`src/rtl/axis_wconv_arb.sv`:
```
`default_nettype none
// =============================================================================
// axis_wconv_arb : round-robin frame arbiter feeding a 192->256 width converter,
//                  zero-padding every frame to a multiple of 4 input beats.
// Revision       : 1.0
// =============================================================================
module axis_wconv_arb #(
  parameter int N = 2
) (
  input  logic             aclk,
  input  logic             areset,
  input  logic [N-1:0]     s_axis_tvalid,
  output logic [N-1:0]     s_axis_tready,
  input  logic [N*192-1:0] s_axis_tdata,
  input  logic [N-1:0]     s_axis_tlast,
  output logic             m_axis_tvalid,
  output logic [191:0]     m_axis_tdata,
  output logic             m_axis_tlast,
  output logic [2:0]       m_src,
  output logic [15:0]      pad_beats
);

  localparam int         DW       = 192;
  localparam logic [2:0] LAST_RST = 3'(N - 1);

  typedef enum logic [1:0] {
    IDLE   = 2'd0,
    STREAM = 2'd1,
    PAD    = 2'd2
  } state_t;

  state_t     state_q, state_d;
  logic [2:0] grant_q, grant_d;
  logic [2:0] last_grant_q, last_grant_d;
  logic [1:0] phase_q, phase_d;

  logic          m_valid_q, m_valid_d;
  logic [DW-1:0] m_data_q, m_data_d;
  logic          m_last_q, m_last_d;
  logic [2:0]    m_src_q, m_src_d;
  logic [15:0]   pad_q, pad_d;

  logic          pick_found;
  logic [2:0]    pick;
  logic          sel_valid;
  logic          sel_last;
  logic [DW-1:0] sel_data;

  // Search starts just after the previous winner so every requester gets a turn.
  always_comb begin : arb
    int cand;
    cand       = 0;
    pick       = '0;
    pick_found = 1'b0;
    for (int off = 1; off <= N; off++) begin
      cand = int'(last_grant_q) + off;
      if (cand >= N) cand = cand - N;
      if (!pick_found && s_axis_tvalid[cand]) begin
        pick_found = 1'b1;
        pick       = 3'(cand);
      end
    end
  end

  always_comb begin
    sel_valid = 1'b0;
    sel_last  = 1'b0;
    sel_data  = '0;
    for (int i = 0; i < N; i++) begin
      if (grant_q == 3'(i)) begin
        sel_valid = s_axis_tvalid[i];
        sel_last  = s_axis_tlast[i];
        sel_data  = s_axis_tdata[i*DW +: DW];
      end
    end
  end

  // Ready is a pure function of registered state, never of tvalid.
  for (genvar i = 0; i < N; i++) begin : g_ready
    assign s_axis_tready[i] = (state_q == STREAM) && (grant_q == 3'(i));
  end

  always_comb begin
    state_d      = state_q;
    grant_d      = grant_q;
    last_grant_d = last_grant_q;
    phase_d      = phase_q;
    m_valid_d    = 1'b0;
    m_data_d     = m_data_q;
    m_last_d     = 1'b0;
    m_src_d      = m_src_q;
    pad_d        = pad_q;
    case (state_q)
      IDLE: begin
        if (pick_found) begin
          grant_d      = pick;
          last_grant_d = pick;
          state_d      = STREAM;
        end
      end
      STREAM: begin
        if (sel_valid) begin
          m_valid_d = 1'b1;
          m_data_d  = sel_data;
          m_src_d   = grant_q;
          phase_d   = phase_q + 2'd1;
          if (sel_last) begin
            if (phase_q == 2'd3) begin
              m_last_d = 1'b1;
              state_d  = IDLE;
            end else begin
              state_d  = PAD;
            end
          end
        end
      end
      PAD: begin
        m_valid_d = 1'b1;
        m_data_d  = '0;
        m_src_d   = grant_q;
        phase_d   = phase_q + 2'd1;
        if (pad_q != 16'hFFFF) pad_d = pad_q + 16'd1;
        if (phase_q == 2'd3) begin
          m_last_d = 1'b1;
          state_d  = IDLE;
        end
      end
      default: state_d = IDLE;
    endcase
  end

  always_ff @(posedge aclk or posedge areset) begin
    if (areset) begin
      state_q      <= IDLE;
      grant_q      <= '0;
      last_grant_q <= LAST_RST;
      phase_q      <= '0;
      m_valid_q    <= 1'b0;
      m_data_q     <= '0;
      m_last_q     <= 1'b0;
      m_src_q      <= '0;
      pad_q        <= '0;
    end else begin
      state_q      <= state_d;
      grant_q      <= grant_d;
      last_grant_q <= last_grant_d;
      phase_q      <= phase_d;
      m_valid_q    <= m_valid_d;
      m_data_q     <= m_data_d;
      m_last_q     <= m_last_d;
      m_src_q      <= m_src_d;
      pad_q        <= pad_d;
    end
  end

  assign m_axis_tvalid = m_valid_q;
  assign m_axis_tdata  = m_data_q;
  assign m_axis_tlast  = m_last_q;
  assign m_src         = m_src_q;
  assign pad_beats     = pad_q;

endmodule
`default_nettype wire

```
`config.mk`:
```
export PLATFORM = sky130hd
export DESIGN_NAME = axis_wconv_arb
export DESIGN_NICKNAME = d
export VERILOG_FILES = /design/src/rtl/axis_wconv_arb.sv
export SDC_FILE = /design/constraint.sdc
export NUM_CORES = 1
export LEC_CHECK = 0
export ABC_CLOCK_PERIOD_IN_PS = 10350
export BUFFER_PORTS_ARGS = -buffer_cell sky130_fd_sc_hd__buf_4
export CORE_AREA = 8 8 228 230
export CTS_CLUSTER_DIAMETER = 30
export DETAILED_ROUTE_END_ITERATION = 16
export DIE_AREA = 0 0 236 238
export GPL_TIMING_DRIVEN = 1
export PLACE_DENSITY_LB_ADDON = 0.12
export RECOVER_POWER = 25
export SYNTH_ARGS = -nofsm -noshare
export SYNTH_HDL_FRONTEND = slang
export SYNTH_SLANG_ARGS = --single-unit
```
`constraint.sdc`:
```
create_clock -name aclk -period 10.35 [get_ports aclk]
set_clock_uncertainty 0.2 [all_clocks]
set_input_delay 1.5525 -clock aclk [delete_from_list [all_inputs] [get_ports aclk]]
set_output_delay 1.5525 -clock aclk [all_outputs]
set_load 0.02 [all_outputs]
```
---- After elaboration in Yosys (flattened, before gate mapping) ----
Index checks and enable logic that the tools add are counted.
storage, ports and cells
  register bits after elaboration ......... 223
  bits in latches ......................... 0
  memory bits (writable) .................. 0
  ROM bits ................................ 0
  memories kept ........................... 0
operators by class
  add/subtract/negate cells ............... 6
  multipliers ............................. 0
  divide/modulo/power cells ............... 0
  magnitude comparators ................... 4
  eq/ne operators ......................... 9
  shift-type cells ........................ 0
  mux-type cells .......................... 36
  bitwise gates (word level) .............. 0
  reduce and logical (&&, ||, !) cells .... 11
operators with widths
  kind                                                         count
  two-way mux 192 bit                                          3
  one-hot mux 192 bit (2 select lines)                         1
  less-than comparator 32 x 3 -> 1 bit, second input constant  2
  two-way mux 32 bit                                           2
  adder 16 x 1 -> 16 bit, second input constant                1
  two-way mux 1 bit                                            16
  != test 16 bit, second input constant                        1
  two-way mux 2 bit                                            6
  subtractor 4 x 2 -> 5 bit, second input constant             2
  two-way mux 3 bit                                            3
  >= comparator 4 x 2 -> 1 bit, second input constant          2
  != test 2 bit, second input constant                         4
  one-hot mux 2 bit (3 select lines)                           1
  one-hot mux 3 bit (2 select lines)                           1
  AND reduction 2 bit                                          3
  adder 3 x 1 -> 4 bit, second input constant                  1
  adder 3 x 2 -> 4 bit, second input constant                  1
  == test 2 bit, second input constant                         2
  one-hot mux 1 bit (2 select lines)                           2
  one-hot mux 2 bit (2 select lines)                           1
  AND reduction 4 bit                                          1
  == test 3 x 1 -> 1 bit, second input constant                1
  logical AND 1 bit                                            3
  zero test 3 bit                                              1
  other kinds (5)                                              5

---- Logic depth before layout (Yosys ltp) ----
Gate-level depths: netlist of run 1.
  depth after elaboration ................. 12
  gate-level depth with buffers ........... 10
  depth with buffers taken out ............ 9

---- Worst setup path before layout of run 1 ----
No wires, ideal clock.
  path kind ............................... register to output
  start ................................... register grant_q[1]
  end ..................................... output s_axis_tready[0]
  data arrival time ....................... 1.381 ns
  data required time ...................... 8.597 ns
  setup slack ............................. 7.217 ns
  stages on the path, launching flop included .. 5
  cell sequence ........................... dfrtp_1 nor3_1 buf_2 buf_2 and2_1
on the way
  longest elaborated chain between the ends .. 2
ends and longest elaborated chain
  item                    RTL line  text
  start, declared         33        logic [2:0] grant_q, grant_d;
  start signal, assigned  145       grant_q <= grant_d;
  zero test 3 bit         80        assign s_axis_tready[i] = (state_q == STREAM) && (grant_q == 3'(i));
  logical AND 1 bit       80
  end, declared           13        output logic [N-1:0] s_axis_tready,
No other way between the ends.

==> flow_metrics.tcl, run 1 <==
set metrics [dict create \
    fin_crit_ns 5.403 \
    synth_area_leaders "dfrtp_1 52%, a22oi_1 14%, o31ai_1 14%" \
    failed_checks "max-capacitance violations, max-slew violations" \
    first_global_vias 11150 \
    cts_buffers 68 \
    synth.most_common_cell "dfrtp_1" \
    drive_gt1_share_pct 44.24 \
    synthFlopType "dfrtp_1" \
    die_w_um 236 \
    die_h_um 238 \
    vias 10640 \
    synth_cells 1040 \
    yosysWarnings 0 \
    hpwlAfterDp_um 36090 \
    rsz0062_at_grt "false" \
    cts_tree "built" \
    path_class "primary input to asynchronous set/reset pin" \
    yosys-top-cells-count "220 x dfrtp_1, 208 x nand2_1, 192 x a22oi_1, 192 x o31ai_1, 78 x buf_2" \
    synth-seq-cells 221 \
    end_kind "asynchronous set/reset pin" \
    root_buffer "clkbuf_16" \
    relSlewSlack_pct -250.8 \
    path_clk_slew_ns 0.04 \
    via_per_inst 4.646 \
    drt_iter0_drc 623 \
    worstPathMaxFanout 111 \
    num-fill-cells 4930 \
    post-route-period-util_pct 52.20 \
    tns_ns 0 \
    std_cell_rows 81 \
    report.final.slew_viol_count 112 \
    postCtsSetupBuffers 0 \
    status "complete, but fails checks" \
    multi_input_area_sq_um 4468 \
    htree_levels 3 \
    hold_class "flop to flop" \
    core_region_area_sq_um 48340 \
    area_growth_pct 69.27 \
    place_congestion 0.8275 \
    timing.max_cap.violations 1 \
    ir_worst_vdd_uv 321.0 \
    synthArstFlopShare_pct 100.0 \
    synth.avg_cell_area_sq_um 10.13 \
    grt_antenna_before_repair 1 \
    drt-wirelength-per-cell_um 21.22 \
    post_cts_resized 0 \
    grt_max_degree 226 \
    max_freq_mhz 185.1 \
    final_area_sq_um 17840 \
    portBuffers 604 \
    nNetsFinal 2019 \
    tightest_slew_ns 5.233 \
    start_kind "primary input" \
    ios 605 \
    worstPathArrival_ns 5.74 \
    ctsHoldBuffers 0 \
    ant_nets 0 \
    ys_types 40 \
    hold_violations 0 \
    synthesis.area_sq_um 10540 \
    place_area_sq_um 15480 \
    worst_slack_ns 4.947 \
    die_area_sq_um 56170 \
    yosysSeqAreaShare_pct 52.48 \
    start_util_pct 21.80 \
    synth_edf_count 0 \
    grt_pass1_wl_um 71780 \
    overflow 0 \
    critPathRequiredTime_ns 10.68 \
    grtUsageTotal_pct 16.46 \
    finalPower_mw 6.116 \
    p_per_area_nw_per_um2 342.8 \
    place_inst 2169 \
    cts_sinks 221 \
    clock_latency_ns 0.55 \
    drcViolationCount 0 \
    setup_viol_count_final 0 \
    yosys.area.top_type "dfrtp_1" \
    synth_nets 1442 \
    leakage_nw 8.342 \
    stdcell_count 2291 \
    firstDrtPassIters 5 \
    ff_latch_area_sq_um 5532 \
    synth_top_area_share_pct 52.23 \
    clock_path_buffers 3 \
    post-place-ws_ns 6.163 \
    drt-total-wl_um 48610 \
]
-- critical path, cell delays in order --
cell        delay [ns]
clkbuf_4          0.11
clkinvlp_2        2.89
buf_4             1.05
-- metrics by stage --
step                      utilization [%]  hold slack, ns
after floorplan                         -          0.2528
after global placement              32.02          0.2628
after detailed placement            32.02          0.2667
after CTS                           36.96          0.2750
after global routing                36.90          0.2896
final                               36.91          0.2694
-- registers in the layout (all words and copies together) (netlist names) --
signal and cells:
m_src 3, m_axis_tdata 192, pad_beats 16, m_axis_tlast 1, phase_q 2, last_grant_q 1
grant_q 3, state_q 2, m_axis_tvalid 1
-- cell usage in the layout (no fill, tap or decap), types with 3 or more instances in the layout --
cell type    n
a21oi_1      8
a22oi_1    192
a31oi_1      3
and3_1       3
buf_4      611
bufinv_16   10
clkbuf_1    14
clkbuf_16   69
clkbuf_8    18
clkinv_2    11
dfrtp_1    220
ha_1        12
inv_1       11
mux2_2       7
nand2_1    208
nand3_1      7
nand4_1      6
nor2_1      11
nor4_1       4
o21ai_0      6
o31ai_1    192
xnor2_1      7
xor2_1       5
-- cell type report --
cell class                      count  share of cell area, %
Tap cell                          622                  4.362
Clock buffer                       98                  11.30
Sequential cell                   221                  31.00
Multi-Input combinational cell    698                  25.04
Clock inverter                     23                  2.090
Antenna cell                        1                0.01403
Timing Repair Buffer              616                  25.93
Inverter                           12                 0.2595
-- per-layer routing --
layer	track usage (%)	share of wire [%]
met1	19.60	41
met2	27.95	50
met3	5.399	7.3
met4	5.219	1.8
met5	0	0
-- power breakdown --
group	internal [mW]	switching, mW	total (mW)
Combinational	0.887	1.69	2.58
Clock	1.58	0.563	2.14
Sequential	1.20	0.201	1.40
-- final timing paths --
path | cells after the start | end | from | slack [ns]
max | 3 | m_axis_tdata[77]$_DFFE_PP0P_ | areset | 4.95
min in group asynchronous | 2 | m_axis_tdata[169]$_DFFE_PP0P_ | areset | 2.44
min reg2reg | 2 | m_axis_tdata[32]$_DFFE_PP0P_ | m_axis_tdata[32]$_DFFE_PP0P_ | 0.27
min | 2 | m_axis_tdata[32]$_DFFE_PP0P_ | m_axis_tdata[32]$_DFFE_PP0P_ | 0.27
max in group aclk | 8 | m_axis_tdata[108]$_DFFE_PP0P_ | s_axis_tvalid[0] | 6.64
max reg2reg | 4 | m_axis_tdata[96]$_DFFE_PP0P_ | state_q[0]$_DFFE_PP0P_ | 7.16
-- kinds of logic after synthesis --
group                    Yosys count  share of synthesized area, %
AO/OA/AOI/OAI                    414                         29.18
XOR/XNOR                          12                        0.9971
adder cells (fa/ha/maj)           12                         1.424
buffers and inverters            121                         5.306
flip-flops                       221                         52.48
multiplexers                       9                        0.9378
AND/OR/NAND/NOR                  251                         9.675
(Power assumes the default switching activity.)
==> run 2, diff against run 1 <==
- ABC_AREA: default -> 1
- ABC_CLOCK_PERIOD_IN_PS: 10350 -> 5200
- CORE_AREA: 8 8 228 230 -> 8 8 227 229
- DIE_AREA: 0 0 236 238 -> 0 0 235 237
- clock period: 10.35 -> 5.2 ns (I/O delays scaled with it)
==> flow_metrics.tcl, run 2 <==
set metrics [dict create \
    status "complete, but fails checks" \
    failed_checks "max-capacitance violations, max-slew violations" \
    portBuffers 604 \
    timing.max_cap.violations 1 \
    largest_register_ffs 192 \
    start_kind "flop" \
    rsz0062_at_grt "false" \
    path_clk_slew_ns 0.04 \
    mostFrequentLayoutCell "buf_4" \
    drive_gt1_share_pct 31.28 \
    root_buffer "clkbuf_16" \
    hold_class "flop to flop" \
    post-route-period-util_pct 75.43 \
    min-delay-start "m_axis_tdata[168]$_DFFE_PP0P_" \
    hold_depth 2 \
    drt_iter0_drc 653 \
    yosys-top-cells-count "482 x nand2_1, 220 x dfrtp_1, 215 x inv_1" \
    busiest_layer "met2" \
    crit_slowest_cell "nand3_4" \
    nNetsFinal 2690 \
    tns_ns 0 \
    die_h_um 237 \
    start_util_pct 25.57 \
    hpwlAfterDp_um 41070 \
    rr_worst_depth 6 \
    ctsHoldBuffers 0 \
    synthesis.area_sq_um 12310 \
    yosys.area.top_type "dfrtp_1" \
    p_per_area_nw_per_um2 551.4 \
    ant_nets 0 \
    rr_endpoint "m_axis_tdata[70]$_DFFE_PP0P_" \
    yosysSeqAreaShare_pct 44.93 \
    ir_worst_vdd_uv 425.8 \
    synth.most_common_cell "nand2_1" \
    grtUsageTotal_pct 19.49 \
    ios 605 \
    r2r_slack_ns 1.64 \
    die_area_sq_um 55700 \
    use_met2_pct 32.31 \
    report.final.slew_viol_count 36 \
    place_inst 2840 \
    worstPathArrival_ns 2.94 \
    end_kind "output port" \
    synth.avg_cell_area_sq_um 7.108 \
    post_cts_resized 0 \
    relSlewSlack_pct -40.23 \
    critPathRequiredTime_ns 4.22 \
    grtUsageMet1_pct 23.06 \
    cts_tree "built" \
    finalPower_mw 10.73 \
    firstDrtPassIters 6 \
    core_region_area_sq_um 48140 \
    htree_levels 3 \
    max_freq_mhz 255.0 \
    clock_path_buffers 3 \
    grt_max_degree 173 \
    ys_types 27 \
    die_w_um 235 \
    cp_top_family "simple AND/OR/NAND/NOR gates" \
    area_growth_pct 58.01 \
    diodes 0 \
    postCtsSetupBuffers 0 \
    worstPathMaxFanout 119 \
    grt_pass1_wl_um 85640 \
    critPathBufInv 2 \
    grt_antenna_before_repair 3 \
    place_congestion 0.8230 \
    synth_area_leaders "dfrtp_1 45%, nand2_1 15%, o21ai_0 8.6%" \
    synth_nets 2134 \
    cp_num_cells 4 \
    path_class "flop to output port" \
    max_stage_delay_ns 0.73 \
    whs_endpoint "m_axis_tdata[168]$_DFFE_PP0P_" \
    setup_viol_count_final 0 \
    yosysWarnings 0 \
    synth_top_area_share_pct 44.72 \
    fin_crit_ns 3.922 \
    vias 13410 \
    tightest_slew_ns 2.103 \
    cts_sinks 221 \
    overflow 0 \
    r2r_start "grant_q[1]$_DFFE_PP0P_" \
    grt.met3_usage_pct 8.033 \
    cts_buffers 68 \
    via_per_inst 4.533 \
    drt-wirelength-per-cell_um 18.82 \
    synthArstFlopShare_pct 100.0 \
    first_global_vias 13840 \
    hold_violations 0 \
    synth-seq-cells 221 \
    synthFlopType "dfrtp_1" \
    synth_edf_count 0 \
    clock_latency_ns 0.56 \
    synth_cells 1732 \
    final_cell_mix "611 x buf_4, 482 x nand2_1, 220 x dfrtp_1, 213 x inv_1, 212 x o21ai_0" \
    std_cell_rows 81 \
    path_cells "inv_6, nand3_4, nor2_1, buf_4" \
    stdcell_count 2959 \
    drcViolationCount 0 \
    drt-total-wl_um 55690 \
    leakage_nw 9.854 \
]
run 2: cell types whose count changed in the layout (fill, tap and decap cells not counted), sizes merged, moves of 5 or more:
cell      change
mux2          -7
a22oi       -192
nand3       +204
inv         +205
nor2         +18
o21ai       +394
clkinvlp      +6
a21oi         -6
bufinv        -5
nand2       +275
o31ai       -192
run 2: stage by stage:
step                      area, sq um  util (%)  setup WS (ns)  hold WS, ns
after floorplan                 12310         -          1.339       0.2459
after global placement          17170     35.66          1.696       0.2644
after detailed placement        17170     35.66          1.596       0.2796
after CTS                       19460     40.43          1.164       0.1480
after global routing            19450     40.41          1.029       0.3084
final                           19450     40.41          1.278       0.2835
run 2: how the worst max path moves through the flow:
stage / from / endpoint / slack (ns)
after CTS: grant_q[1]$_DFFE_PP0P_ / s_axis_tready[1] / 1.16
after detailed placement: grant_q[1]$_DFFE_PP0P_ / m_axis_tdata[70]$_DFFE_PP0P_ / 1.60
after global placement: grant_q[1]$_DFFE_PP0P_ / m_axis_tdata[70]$_DFFE_PP0P_ / 1.70
final: grant_q[1]$_DFFE_PP0P_ / s_axis_tready[1] / 1.28
after global routing: grant_q[1]$_DFFE_PP0P_ / s_axis_tready[1] / 1.03
after floorplan: areset / grant_q[0]$_DFFE_PP0P_ / 1.34
run 2: routing by layer:
metal / vias up / wire (um) / share of wire, %
met5: - / 40 / 0.072
met4: 6 / 835 / 1.5
met3: 53 / 5361 / 9.6
met2: 476 / 26440 / 47
met1: 6168 / 23010 / 41
li1: 6711 / - / -
run 2: cell families after synthesis:
kind of cell / share of synthesized area, %
AO/OA/AOI/OAI: 16.57
XOR/XNOR: 0.8538
adder cells (fa/ha/maj): 1.220
buffers and inverters: 11.63
flip-flops: 44.93
AND/OR/NAND/NOR: 24.80
run 2: where the power goes:
group	internal, mW	switching (mW)
Combinational	1.29	3.08
Clock	2.90	1.16
Sequential	2.07	0.227
run 2: final cells by class:
class                           instances  area [sq um]
Clock buffer                           97          2014
Clock inverter                         22         280.3
Fill cell                            5088         28690
Inverter                              217         825.8
Multi-Input combinational cell       1164          5379
Sequential cell                       221          5532
Tap cell                              622         778.2
Timing Repair Buffer                  616          4643
run 2: worst min-delay path, stage by stage (launching register included):
cell and delay, ns:
dfrtp_1 0.34, nand2_1 0.05, o21ai_1 0.06
==> run 3, diff against run 2 <==
- ABC_CLOCK_PERIOD_IN_PS: 5200 -> 3800
- clock period: 5.2 -> 3.8 ns (I/O delays scaled with it)
==> flow_metrics.tcl, run 3 (same netlist as run 2, synthesis figures left out) <==
set metrics [dict create \
    rr_endpoint "m_axis_tdata[96]$_DFFE_PP0P_" \
    mostFrequentLayoutCell "buf_4" \
    ir_worst_vdd_uv 447.6 \
    report.final.slew_viol_count 224 \
    drive_gt1_share_pct 30.98 \
    die_w_um 235 \
    critPathBufInv 2 \
    setup_viol_count_final 0 \
    tightest_slew_ns 2.500 \
    place_inst 2845 \
    r2r_slack_ns 1.15 \
    r2r_start "grant_q[2]$_DFFE_PP0P_" \
    drcViolationCount 0 \
    area_growth_pct 57.16 \
    cp_num_cells 4 \
    grt_antenna_before_repair 4 \
    die_area_sq_um 55700 \
    end_kind "output port" \
    core_region_area_sq_um 48140 \
    hpwlAfterDp_um 41110 \
    cts_sinks 221 \
    drt_iter0_drc 756 \
    finalPower_mw 14.41 \
    final_cell_mix "609 x buf_4, 482 x nand2_1, 220 x dfrtp_1, 213 x inv_1, 212 x o21ai_0" \
    root_buffer "clkbuf_16" \
    path_clk_slew_ns 0.05 \
    p_per_area_nw_per_um2 744.9 \
    ios 605 \
    post-route-period-util_pct 80.67 \
    hold_violations 0 \
    tns_ns 0 \
    htree_levels 2 \
    first_global_vias 13630 \
    drt-wirelength-per-cell_um 18.36 \
    relSlewSlack_pct -66.64 \
    portBuffers 604 \
    post_cts_resized 0 \
    rsz0062_at_grt "false" \
    stdcell_count 2959 \
    fin_crit_ns 3.066 \
    clock_path_buffers 3 \
    grt_max_degree 194 \
    drt-total-wl_um 54320 \
    path_class "flop to output port" \
    nNetsFinal 2686 \
    ant_nets 0 \
    whs_ns 0.09999 \
    worstSetupEndpoint "s_axis_tready[1]" \
    grt_pass1_wl_um 83120 \
    cts_tree "built" \
    max_freq_mhz 326.2 \
    largest_register_ffs 192 \
    ctsHoldBuffers 0 \
    cts_buffers 59 \
    worstPathArrival_ns 2.30 \
    timing.max_cap.violations 3 \
    firstDrtPassIters 6 \
    critPathRequiredTime_ns 3.03 \
    die_h_um 237 \
    crit_slowest_cell "nand3_4" \
    std_cell_rows 81 \
    path_cells "inv_2, nand3_4, nor2_1, buf_4" \
    status "complete, but fails checks" \
    postCtsSetupBuffers 0 \
    hold_class "primary input to flop" \
    leakage_nw 9.785 \
    clock_latency_ns 0.57 \
    overflow 0 \
    place_congestion 0.8315 \
    critPathLaunch "grant_q[2]$_DFFE_PP0P_" \
    start_util_pct 25.57 \
    failed_checks "max-capacitance violations, max-slew violations" \
    grtUsageTotal_pct 18.80 \
    worstPathMaxFanout 71 \
    vias 13330 \
    max_stage_delay_ns 0.58 \
    start_kind "flop" \
    rr_worst_depth 6 \
    cp_top_family "simple AND/OR/NAND/NOR gates" \
    via_per_inst 4.506 \
]
run 3: changes by cell type in the layout (fill, tap and decap cells not counted), moves of 3 or more:
cell	previous run	this run
clkbuf_16	71	60
buf_12	2	8
clkbuf_1	13	18
clkbuf_8	14	9
bufinv_16	5	9
diode_2	0	3
run 3: final cells by class:
type	count	area, sq um
Clock inverter	26	390.4
Timing Repair Buffer	621	4750
Antenna cell	3	7.507
Sequential cell	221	5532
Fill cell	5077	28790
Multi-Input combinational cell	1164	5379
Inverter	217	825.8
Clock buffer	85	1685
Tap cell	622	778.2
run 3: worst min-delay path by stage:
stage / startpoint / endpoint / slack (ns) / cells after the start
floorplan: phase_q[1]$_DFFE_PP0P_ / phase_q[1]$_DFFE_PP0P_ / 0.25 / 2
global placement: phase_q[1]$_DFFE_PP0P_ / phase_q[1]$_DFFE_PP0P_ / 0.27 / 2
detailed placement: phase_q[0]$_DFFE_PP0P_ / phase_q[0]$_DFFE_PP0P_ / 0.28 / 1
CTS: areset / m_axis_tdata[164]$_DFFE_PP0P_ / 0.00003 / 3
global route: s_axis_tvalid[1] / grant_q[0]$_DFFE_PP0P_ / 0.11 / 3
finish: s_axis_tvalid[1] / grant_q[0]$_DFFE_PP0P_ / 0.1 / 3
run 3: where the power goes:
group	total, mW	switching, mW	internal, mW
combinational	6.14	4.22	1.93
clock	5.12	1.47	3.65
sequential	3.15	0.318	2.83
total	14.4	6.01	8.40
run 3: per-layer routing:
metal	share of wire [%]	vias up	global-route usage, %	routed length [um]
met5	0.020	-	0	11
met4	2.2	2	5.194	1183
met3	9.1	79	7.347	4934
met2	47	496	31.02	25460
met1	42	6057	22.60	22730
li1	-	6699	-	-
run 3: worst min-delay path, delay by kind of cell:
family | cells | cell delay (ns)
compound gates | 1 | 0.08
buf+inv | 1 | 0.10
simple gates | 1 | 0.09
run 3: per-stage QoR:
stage / worst slack [ns] / utilization, % / instance area, sq um
3_3_place_gp: 1.149 / 35.95 / 17300
2_1_floorplan: 0.1487 / - / 12310
5_1_grt: 0.5000 / 40.18 / 19340
6_report: 0.7344 / 40.19 / 19350
4_1_cts: 0.6616 / 40.26 / 19380
3_5_place_dp: 1.123 / 35.95 / 17300
